## src/rtl/memory_requester.sv

```systemverilog
// memory_requester: single-outstanding req/resp front end for the level-sensitive cached `memory` block.
// Latency: repeated read 1 cycle, cache hit 3 cycles, repeated write hit 5 cycles, miss follows mem_valid.
// Backpressure: req_ready only in IDLE; optional watchdog under `define MEM_REQ_TIMEOUT_EN.
module memory_requester #(
    parameter int ADDR_W         = 5,
    parameter int DATA_W         = 8,
    parameter int TIMEOUT_CYCLES = 15
) (
    input  logic              clock,
    input  logic              reset,
    input  logic              req_valid,
    output logic              req_ready,
    input  logic [ADDR_W-1:0] req_addr,
    input  logic              req_wren,
    input  logic [DATA_W-1:0] req_wdata,
    output logic              resp_valid,
    output logic [DATA_W-1:0] resp_data,
    output logic              resp_err,
    output logic [ADDR_W-1:0] mem_address,
    output logic [DATA_W-1:0] mem_data,
    output logic              mem_wren,
    input  logic [DATA_W-1:0] mem_q,
    input  logic              mem_valid
);

    typedef enum logic [1:0] {DRAIN, IDLE, SETTLE, WAIT} state_t;

    state_t              state, nxt_state;
    logic [ADDR_W-1:0]   nxt_mem_address;
    logic [DATA_W-1:0]   nxt_mem_data;
    logic                nxt_mem_wren;
    logic                nxt_resp_valid;
    logic [DATA_W-1:0]   nxt_resp_data;
    logic                last_ok, nxt_last_ok;
    logic [ADDR_W-1:0]   last_addr, nxt_last_addr;
    logic                last_wren, nxt_last_wren;
    logic                pend_wr, nxt_pend_wr;
    logic [ADDR_W-1:0]   lat_addr, nxt_lat_addr;
    logic                lat_wren, nxt_lat_wren;
    logic [DATA_W-1:0]   lat_wdata, nxt_lat_wdata;
    // One-deep history of mem_valid while draining; two valid samples in a row mean memory is quiescent.
    logic                drain_seen, nxt_drain_seen;

`ifdef MEM_REQ_TIMEOUT_EN
    localparam int WD_W = $clog2(TIMEOUT_CYCLES + 1);
    localparam logic [WD_W-1:0] WD_LAST = WD_W'(TIMEOUT_CYCLES - 1);
    localparam logic [WD_W-1:0] WD_MAX  = WD_W'(TIMEOUT_CYCLES);
    logic [WD_W-1:0]     wd_cnt, nxt_wd_cnt;
    logic                nxt_resp_err;
`else
    assign resp_err = 1'b0;
`endif

    assign req_ready = (state == IDLE);

    // Next-state and next-register computation; everything holds unless a transition changes it.
    always_comb begin
        nxt_state       = state;
        nxt_mem_address = mem_address;
        nxt_mem_data    = mem_data;
        nxt_mem_wren    = mem_wren;
        nxt_resp_valid  = 1'b0;
        nxt_resp_data   = resp_data;
        nxt_last_ok     = last_ok;
        nxt_last_addr   = last_addr;
        nxt_last_wren   = last_wren;
        nxt_pend_wr     = pend_wr;
        nxt_lat_addr    = lat_addr;
        nxt_lat_wren    = lat_wren;
        nxt_lat_wdata   = lat_wdata;
        nxt_drain_seen  = drain_seen;
`ifdef MEM_REQ_TIMEOUT_EN
        nxt_wd_cnt      = wd_cnt;
        nxt_resp_err    = resp_err;
`endif
        case (state)
            DRAIN: begin
                nxt_drain_seen = mem_valid;
                if (mem_valid && drain_seen) begin
                    nxt_last_addr  = '0;
                    nxt_last_wren  = 1'b0;
                    nxt_last_ok    = 1'b1;
                    nxt_drain_seen = 1'b0;
                    nxt_state      = IDLE;
                end
            end
            IDLE: begin
                if (req_valid) begin
                    nxt_lat_addr  = req_addr;
                    nxt_lat_wren  = req_wren;
                    nxt_lat_wdata = req_wdata;
                    if (last_ok && (req_addr == last_addr) && !req_wren && !last_wren) begin
                        // Memory already presents this read; answer from q without a new access.
                        nxt_resp_data  = mem_q;
                        nxt_resp_valid = 1'b1;
`ifdef MEM_REQ_TIMEOUT_EN
                        nxt_resp_err   = 1'b0;
`endif
                    end else if (last_ok && (req_addr == last_addr) && req_wren && last_wren) begin
                        // An identical write would be invisible to memory; toggle through a read first.
                        nxt_mem_address = req_addr;
                        nxt_mem_wren    = 1'b0;
                        nxt_pend_wr     = 1'b1;
                        nxt_state       = SETTLE;
                    end else begin
                        nxt_mem_address = req_addr;
                        nxt_mem_wren    = req_wren;
                        nxt_mem_data    = req_wdata;
                        nxt_state       = SETTLE;
                    end
                end
            end
            SETTLE: begin
                // mem_valid is stale here: memory has only just sampled the new request.
                nxt_state = WAIT;
`ifdef MEM_REQ_TIMEOUT_EN
                nxt_wd_cnt = '0;
`endif
            end
            WAIT: begin
                if (mem_valid) begin
                    if (pend_wr) begin
                        nxt_mem_address = lat_addr;
                        nxt_mem_wren    = 1'b1;
                        nxt_mem_data    = lat_wdata;
                        nxt_pend_wr     = 1'b0;
                        nxt_state       = SETTLE;
                    end else begin
                        nxt_resp_data  = mem_q;
                        nxt_resp_valid = 1'b1;
                        nxt_last_addr  = lat_addr;
                        nxt_last_wren  = lat_wren;
                        nxt_last_ok    = 1'b1;
                        nxt_state      = IDLE;
`ifdef MEM_REQ_TIMEOUT_EN
                        nxt_resp_err   = 1'b0;
`endif
                    end
                end
`ifdef MEM_REQ_TIMEOUT_EN
                else if (wd_cnt == WD_LAST) begin
                    nxt_wd_cnt      = WD_MAX;
                    nxt_resp_valid  = 1'b1;
                    nxt_resp_err    = 1'b1;
                    nxt_resp_data   = '0;
                    nxt_last_ok     = 1'b0;
                    nxt_pend_wr     = 1'b0;
                    nxt_mem_address = '0;
                    nxt_mem_wren    = 1'b0;
                    nxt_mem_data    = '0;
                    nxt_drain_seen  = 1'b0;
                    nxt_state       = DRAIN;
                end else if (wd_cnt != WD_MAX) begin
                    nxt_wd_cnt = wd_cnt + 1'b1;
                end
`endif
            end
            default: nxt_state = DRAIN;
        endcase
    end

    // State and datapath registers; reset abandons any access and parks memory on a read of address 0.
    always_ff @(posedge clock) begin
        if (reset) begin
            state       <= DRAIN;
            mem_address <= '0;
            mem_data    <= '0;
            mem_wren    <= 1'b0;
            resp_valid  <= 1'b0;
            resp_data   <= '0;
            last_ok     <= 1'b0;
            last_addr   <= '0;
            last_wren   <= 1'b0;
            pend_wr     <= 1'b0;
            lat_addr    <= '0;
            lat_wren    <= 1'b0;
            lat_wdata   <= '0;
            drain_seen  <= 1'b0;
        end else begin
            state       <= nxt_state;
            mem_address <= nxt_mem_address;
            mem_data    <= nxt_mem_data;
            mem_wren    <= nxt_mem_wren;
            resp_valid  <= nxt_resp_valid;
            resp_data   <= nxt_resp_data;
            last_ok     <= nxt_last_ok;
            last_addr   <= nxt_last_addr;
            last_wren   <= nxt_last_wren;
            pend_wr     <= nxt_pend_wr;
            lat_addr    <= nxt_lat_addr;
            lat_wren    <= nxt_lat_wren;
            lat_wdata   <= nxt_lat_wdata;
            drain_seen  <= nxt_drain_seen;
        end
    end

`ifdef MEM_REQ_TIMEOUT_EN
    // Watchdog counter and error flag.
    always_ff @(posedge clock) begin
        if (reset) begin
            wd_cnt   <= '0;
            resp_err <= 1'b0;
        end else begin
            wd_cnt   <= nxt_wd_cnt;
            resp_err <= nxt_resp_err;
        end
    end
`endif

endmodule

```

## config.mk

```make
export PLATFORM = sky130hd
export DESIGN_NAME = memory_requester
export DESIGN_NICKNAME = d
export VERILOG_FILES = /design/src/rtl/memory_requester.sv
export SDC_FILE = /design/constraint.sdc
export NUM_CORES = 1
export LEC_CHECK = 0
export ABC_AREA = 1
export CORE_UTILIZATION = 49
export CTS_CLUSTER_SIZE = 28
export DETAILED_ROUTE_END_ITERATION = 12
export GPL_ROUTABILITY_DRIVEN = 0
export MAX_ROUTING_LAYER = met4
export PLACE_DENSITY = 0.79
export SETUP_SLACK_MARGIN = 0.5
export SYNTH_ARGS = -nofsm -noshare
export SYNTH_HDL_FRONTEND = slang
export SYNTH_SLANG_ARGS = --single-unit
```

## constraint.sdc

```tcl
create_clock -name clock -period 1.9 [get_ports clock]
set_input_delay 0.57 -clock clock [delete_from_list [all_inputs] [get_ports clock]]
set_output_delay 0.57 -clock clock [all_outputs]
set_load 0.01 [all_outputs]
```

==> results of run 1 <==
routing by layer:
metal | GRT usage [%] | part of all wire [%]
met1 | 31.2 | 42
met2 | 46.8 | 50
met3 | 4.93 | 5.6
met4 | 15.1 | 2.3
met5 | - | 0
registers in the layout, indices dropped and copies added, names as in the netlist:
| signal | flops |
|---|---|
| last_ok | 1 |
| mem_address | 5 |
| resp_data | 8 |
| mem_data | 8 |
| lat_addr | 5 |
| drain_seen | 1 |
| last_addr | 5 |
| pend_wr | 1 |
| state | 2 |
| lat_wdata | 8 |
| lat_wren | 1 |
| resp_valid | 1 |
| last_wren | 1 |
| mem_wren | 1 |
Yosys cell counts, drive strengths merged, types with 2 or more instances:
master   n  area share (%)
clkbuf   6             1.0
a21oi   18             4.3
nand2   43             8.5
nand3    4             1.1
buf      6             1.5
o22ai    6             1.7
nor3     2            0.68
inv     55             9.4
dfxtp   48              44
o21ai   54              13
nand4    4             2.4
nor2    60              12
metrics by stage:
step,cells,area (µm²)
floorplan,310,2230
global placement,412,2860
detailed placement,412,2860
CTS,435,3040
global route,441,3190
finish,441,3190
final cells by class:
type | count | area, µm² | area share [%]
Multi-Input combinational cell | 194 | 1140 | 35.8
Clock buffer | 6 | 82.6 | 2.59
Inverter | 56 | 233 | 7.29
Timing Repair inverter | 1 | 3.75 | 0.118
Sequential cell | 48 | 998 | 31.3
Tap cell | 50 | 62.6 | 1.96
Clock inverter | 2 | 13.8 | 0.431
Timing Repair Buffer | 84 | 656 | 20.5
how the worst max path moves through the flow:
stage / slack, ns / startpoint / cells after the start / endpoint
after floorplan: 0.41 / req_addr[3] / 11 / resp_data[1]$_SDFFE_PP0P_
after global placement: -0.33 / req_addr[3] / 10 / mem_address[0]$_SDFFE_PP0P_
after detailed placement: -0.38 / req_addr[3] / 10 / mem_address[0]$_SDFFE_PP0P_
after CTS: 0.37 / state[0]$_SDFFE_PP0P_ / 3 / req_ready
after global routing: 0.29 / last_addr[1]$_SDFFE_PP0P_ / 11 / resp_data[7]$_SDFFE_PP0P_
final: 0.39 / state[0]$_SDFFE_PP0P_ / 11 / mem_address[4]$_SDFFE_PP0P_
worst max-delay path: cells and delay by family, from the launching register on:
kind / cells / cell delay (ns)
buf+inv: 4 / 0.39
flops: 1 / 0.37
simple gates: 7 / 0.66
timing repair:
item	in CTS	in global routing
setup buffers	14	6
cloned	1	0
resized for setup	175	40
endpoints found under the setup margin	59	34
pin swaps	21	19
hold buffers	0	0
kinds of logic after synthesis:
family,Yosys count,share of synthesized area (%)
other,1,0.171
AOI/OAI and AO/OA,80,19.2
and+or+nand+nor,113,24.5
DFF,48,43.8
buffers and inverters,68,12.3
where the power goes:
| group | leakage (nW) | internal, mW | total, mW | switching [mW] |
|---|---|---|---|---|
| clock network | 0.0516 | 0.298 | 0.656 | 0.358 |
| registers | 0.402 | 1.10 | 1.15 | 0.0505 |
| logic | 0.979 | 0.267 | 0.621 | 0.355 |
layout by cell type, fill, tap and decap left out, types with 2 or more instances in the layout:
cell,instances
inv_1,43
nor2_1,37
nand2_1,32
buf_4,30
o21ai_0,28
buf_2,26
dfxtp_2,24
o21ai_1,23
dfxtp_1,22
a21oi_1,17
clkdlybuf4s50_1,17
nor2_2,13
nor2_4,10
inv_2,9
nand2_4,6
o22ai_1,6
clkbuf_8,6
buf_6,6
nand2_2,5
nand4_4,3
inv_4,2
nand3_2,2
o21ai_4,2
inv_6,2
dlygate4sd2_1,2
dfxtp_4,2
==> metrics, run 1 <==
Worst EP arrival=1.71 ns; GRT Total Usage=27.9%; initial core utilization=52.9%; Iter 0 DRT Violations=147; sequential fraction of the synthesis area=43.8%; Post-Synthesis Cells=310; CP most frequent cell=nor2_4; share of layout cells above drive strength 1=40.4%; WL final=6230 µm; Core Box Area=0.00414 mm²; slowest cell on the critical path=dfxtp_4; clock latency on the worst-skew pair=0.31 ns; ANT cells=0; Tmin final=1.51 ns; I/O Buffers=49; syn avg cell area=7.07 µm²; Pwr Density=762 mW/mm²; hpwl dp=3650 µm; Post-synth ARST share=0%; CP max stage delay=0.37 ns; vias per inst=5.15; worst path cell trace=inv_4 > nor2_4 > buf_6 > nand2_4 > nand2_4 > nor2_4 > inv_2 > nor2_4 > clkinv_4 > nor2_4 > nor2_1; EDFF count, synth=0; H-tree depth=2; Max-slew headroom=67.0%; setup TNS=0 ns; Num CTS Buffers=5; worst hold path type=flip-flop to flip-flop; run status=finished clean; Worst Setup Start Kind=flip-flop; Final Util=77.0%; clock sink count=48; P_leak=1.43 nW; worst hold start=lat_wdata[0]$_SDFFE_PP0P_; yosys warns=0; Die Width=68.9 µm; first-pass GRT wire length=9240 µm; WP data required=2.10 ns; Setup WS pre-CTS=-0.377 ns; clk buf depth=2; CTS root buf=clkbuf_8; Slew Viols, Final=0; Reg-to-Reg End=mem_address[4]$_SDFFE_PP0P_; slew at the pin closest to its max-slew limit=0.489 ns; synthesized cell area=0.00219 mm²; hold endpoint=lat_wdata[0]$_SDFFE_PP0P_; WL/cell=14.1 µm; crit end category=flip-flop; TritonCTS clock tree=yes; unique cell type count in the Yosys netlist=29; Fmax=660 MHz; P&R area growth vs syn=45.5%; Setup-failing EPs final=0; worst vdd ir=0.494 mV; antenna viol nets, final=0; nets=416; fillers=314; worst reg2reg path startpoint=state[0]$_SDFFE_PP0P_; crit-path max FO=6; Yosys reg bits=48; First-pass DRT Iterations=4; GRT overflow=0; total power=2.43 mW; Min Hold Slack=0.451 ns; max-cap violations=0; largest net degree at the start of global routing=29; Die H=68.9 µm; row cnt=23; Clock transition at path regs=0.10 ns; DIE AREA=0.00475 mm²; Final Hold Violating Endpoints=0; Main synth FF type=dfxtp_1; DRC errors left=0; unrepaired setup endpoints after global routing=true; Worst Hold Depth=2; Tcrit/Tclk final=79.7%; skew final=0.0112 ns; syn_nets=336; io pins=51; reg2reg setup slack=0.39 ns; post-route setup slack=0.385 ns; cells on worst reg2reg path=11; number of global-route vias before repair=2027; via count=2273; initial antenna violation count=0; Crit Path Category=flip-flop to flip-flop
Power figures use the tool's default switching activity.
==> run 2: changes to the inputs <==
--- a/config.mk
+++ b/config.mk
@@ -6,12 +6,12 @@
 export NUM_CORES = 1
 export LEC_CHECK = 0
 export ABC_AREA = 1
-export CORE_UTILIZATION = 49
+export CORE_UTILIZATION = 45
 export CTS_CLUSTER_SIZE = 28
 export DETAILED_ROUTE_END_ITERATION = 12
 export GPL_ROUTABILITY_DRIVEN = 0
 export MAX_ROUTING_LAYER = met4
-export PLACE_DENSITY = 0.79
+export PLACE_DENSITY = 0.76
 export SETUP_SLACK_MARGIN = 0.5
 export SYNTH_ARGS = -nofsm -noshare
 export SYNTH_HDL_FRONTEND = slang
==> constraint.sdc (replaced) <==
create_clock -name clock -period 1.37 [get_ports clock]
set_input_delay 0.411 -clock clock [delete_from_list [all_inputs] [get_ports clock]]
set_output_delay 0.411 -clock clock [all_outputs]
set_load 0.01 [all_outputs]
==> run 2 against run 1 <==
The flow now finishes with violations (setup timing). Routed wire length rose by 1.8%. Via count rose by 2.5%. Total power rose by 46%. Global-route usage fell by 2.8 points. Worst setup slack got worse by 0.49 ns. Cell count rose by 3.4%. Non-clock buffer count rose by 11. Critical path depth did not move.
==> metrics, run 2 (same netlist as run 1, synthesis figures left out) <==
run status=finished with violations (was finished clean); failing checks=setup timing; largest net degree at the start of global routing=18 (was 29); GRT overflow=0 (unchanged); max-cap violations=0 (unchanged); initial antenna violation count=0 (unchanged); clock sink count=48 (unchanged); Clock transition at path regs=0.09 ns (was 0.10 ns); Worst Hold Depth=2 (unchanged); Fmax=679 MHz (was 660 MHz); Critical path buffers and inverters=4 (unchanged); share of layout cells above drive strength 1=50.0% (was 40.4%); crit end category=flip-flop (unchanged); Setup-failing EPs final=28 (was 0); H-tree depth=2 (unchanged); worst hold start=lat_wdata[7]$_SDFFE_PP0P_ (was lat_wdata[0]$_SDFFE_PP0P_); cells on worst reg2reg path=11 (unchanged); row cnt=25 (was 23); delay-heaviest family, CP=simple AND/OR/NAND/NOR gates (unchanged); CP most frequent cell=inv_2 (was nor2_4); via count=2329 (was 2273); hold endpoint=lat_wdata[7]$_SDFFE_PP0P_ (was lat_wdata[0]$_SDFFE_PP0P_); Crit Path Category=flip-flop to flip-flop (unchanged); skew final=0.00797 ns (was 0.0112 ns); CTS Hold Buffers Added=0 (unchanged); CP max stage delay=0.34 ns (was 0.37 ns); P&R area growth vs syn=64.7% (was 45.5%); number of global-route vias before repair=2233 (was 2027); clk buf depth=2 (unchanged); most frequent cells in the layout=inv_1, buf_6, nor2_1, nand2_1 (was inv_1, nor2_1, nand2_1, buf_4, o21ai_0); worst reg2reg path startpoint=last_addr[0]$_SDFFE_PP0P_ (was state[0]$_SDFFE_PP0P_); ANT cells=0 (unchanged); DRC errors left=0 (unchanged); Reg-to-Reg End=resp_valid$_SDFF_PP0_ (was mem_address[4]$_SDFFE_PP0P_); Slew Viols, Final=0 (unchanged); nets=428 (was 416); crit-path max FO=6 (unchanged); Die Width=71.8 µm (was 68.9 µm); io pins=51 (unchanged); WL/cell=13.9 µm (was 14.1 µm); Tcrit/Tclk final=108% (was 79.7%); worst vdd ir=0.586 mV (was 0.494 mV); clock latency on the worst-skew pair=0.30 ns (was 0.31 ns); GRT Total Usage=25.1% (was 27.9%); post-route setup slack=-0.103 ns (was 0.385 ns); TritonCTS clock tree=yes (unchanged); Core Box Area=0.00469 mm² (was 0.00414 mm²); DIE AREA=0.00515 mm² (was 0.00475 mm²); antenna viol nets, final=0 (unchanged); WP data required=1.61 ns (was 2.10 ns); Die H=71.8 µm (was 68.9 µm); Final Hold Violating Endpoints=0 (unchanged); slowest cell on the critical path=dfxtp_2 (was dfxtp_4); Crit path depth=11 (unchanged); total power=3.55 mW (was 2.43 mW); first-pass GRT wire length=9870 µm (was 9240 µm); reg2reg setup slack=-0.10 ns (was 0.39 ns); Worst EP arrival=1.71 ns (about the same); Num CTS Buffers=5 (unchanged); Worst Setup Start Kind=flip-flop (unchanged); I/O Buffers=49 (unchanged); Tmin final=1.47 ns (was 1.51 ns); worst path cell trace=inv_2 > nand2_1 > nand3_2 > nor2_4 > nand2_2 > inv_2 > nand3_4 > nand2_8 > inv_8 > buf_6 > nor2_1 (was inv_4 > nor2_4 > buf_6 > nand2_4 > nand2_4 > nor2_4 > inv_2 > nor2_4 > clkinv_4 > nor2_4 > nor2_1); hpwl dp=3730 µm (was 3650 µm); unrepaired setup endpoints after global routing=true (unchanged); P_leak=1.54 nW (was 1.43 nW); top flop regs=lat_wdata x8, mem_data x8, resp_data x8 (unchanged); Min Hold Slack=0.453 ns (was 0.451 ns); WL final=6340 µm (was 6230 µm); worst hold path type=flip-flop to flip-flop (unchanged); First-pass DRT Iterations=4 (unchanged); Pwr Density=982 mW/mm² (was 762 mW/mm²); Iter 0 DRT Violations=97 (was 147); fillers=304 (was 314); initial core utilization=46.7% (was 52.9%); vias per inst=5.11 (was 5.15); CTS root buf=clkbuf_8 (unchanged)
==> run 2: layout make-up <==
class | instances | area [µm²] | area share [%]
timing repair buffer | 95 | 936 | 25.9
clock inverter | 1 | 8.76 | 0.243
timing repair inverter | 1 | 11.3 | 0.312
tap | 54 | 67.6 | 1.87
sequential | 48 | 1000 | 27.8
inverter | 56 | 238 | 6.58
multi-input combinational | 195 | 1260 | 35.0
clock buffer | 6 | 82.6 | 2.29
==> run 2: report_power, final <==
| part | internal [mW] | switching (mW) | leakage [nW] |
|---|---|---|---|
| Sequential | 1.53 | 0.0810 | 0.404 |
| Clock | 0.403 | 0.475 | 0.0473 |
| Combinational | 0.521 | 0.534 | 1.09 |
| Total | 2.46 | 1.09 | 1.54 |
==> run 2: worst max path at each step <==
stage	start	endpoint	slack [ns]
finish	last_addr[0]$_SDFFE_PP0P_	resp_valid$_SDFF_PP0_	-0.10
detailed placement	req_addr[3]	mem_address[3]$_SDFFE_PP0P_	-0.77
global route	last_addr[4]$_SDFFE_PP0P_	mem_data[3]$_SDFFE_PP0P_	-0.18
global placement	req_addr[3]	mem_wren$_SDFFE_PP0P_	-0.72
floorplan	req_addr[3]	resp_data[1]$_SDFFE_PP0P_	0.04
CTS	last_addr[1]$_SDFFE_PP0P_	mem_address[3]$_SDFFE_PP0P_	-0.05
==> run 2: per-layer routing <==
layer / routed length (µm) / vias up / global-route usage (%)
li1: - / 1162 / -
met1: 2660 / 1084 / 29.4
met3: 265 / 18 / 4.64
met5: 0 / - / -
met2: 3260 / 65 / 42.5
met4: 147 / 0 / 10.0
==> run 2: repair_timing <==
| item | in CTS | in global routing |
|---|---|---|
| setup buffers | 10 | 6 |
| cloned | 2 | 0 |
| pin swaps | 26 | 11 |
| setup endpoints to repair | 72 | 72 |
| gates resized for setup | 216 | 44 |
==> run 2: worst register-to-register path: stages (launching register included) <==
cell,delay [ns]
dfxtp_2,0.34
inv_2,0.04
nand2_1,0.09
nand3_2,0.10
nor2_4,0.18
nand2_2,0.08
inv_2,0.09
nand3_4,0.11
nand2_8,0.13
inv_8,0.05
buf_6,0.10
nor2_1,0.09
==> run 2: metrics by stage <==
step,instances,util (%),cell area (µm²),setup WS [ns],setup TNS [ns]
floorplan,310,-,2300,0.0416,0
global placement,431,64.1,3010,-0.718,-23.15
detailed placement,431,64.1,3010,-0.772,-24.26
CTS,450,73.5,3450,-0.0535,-0.591
global route,456,77.0,3610,-0.178,-3.76
finish,456,77.0,3610,-0.103,-1.19
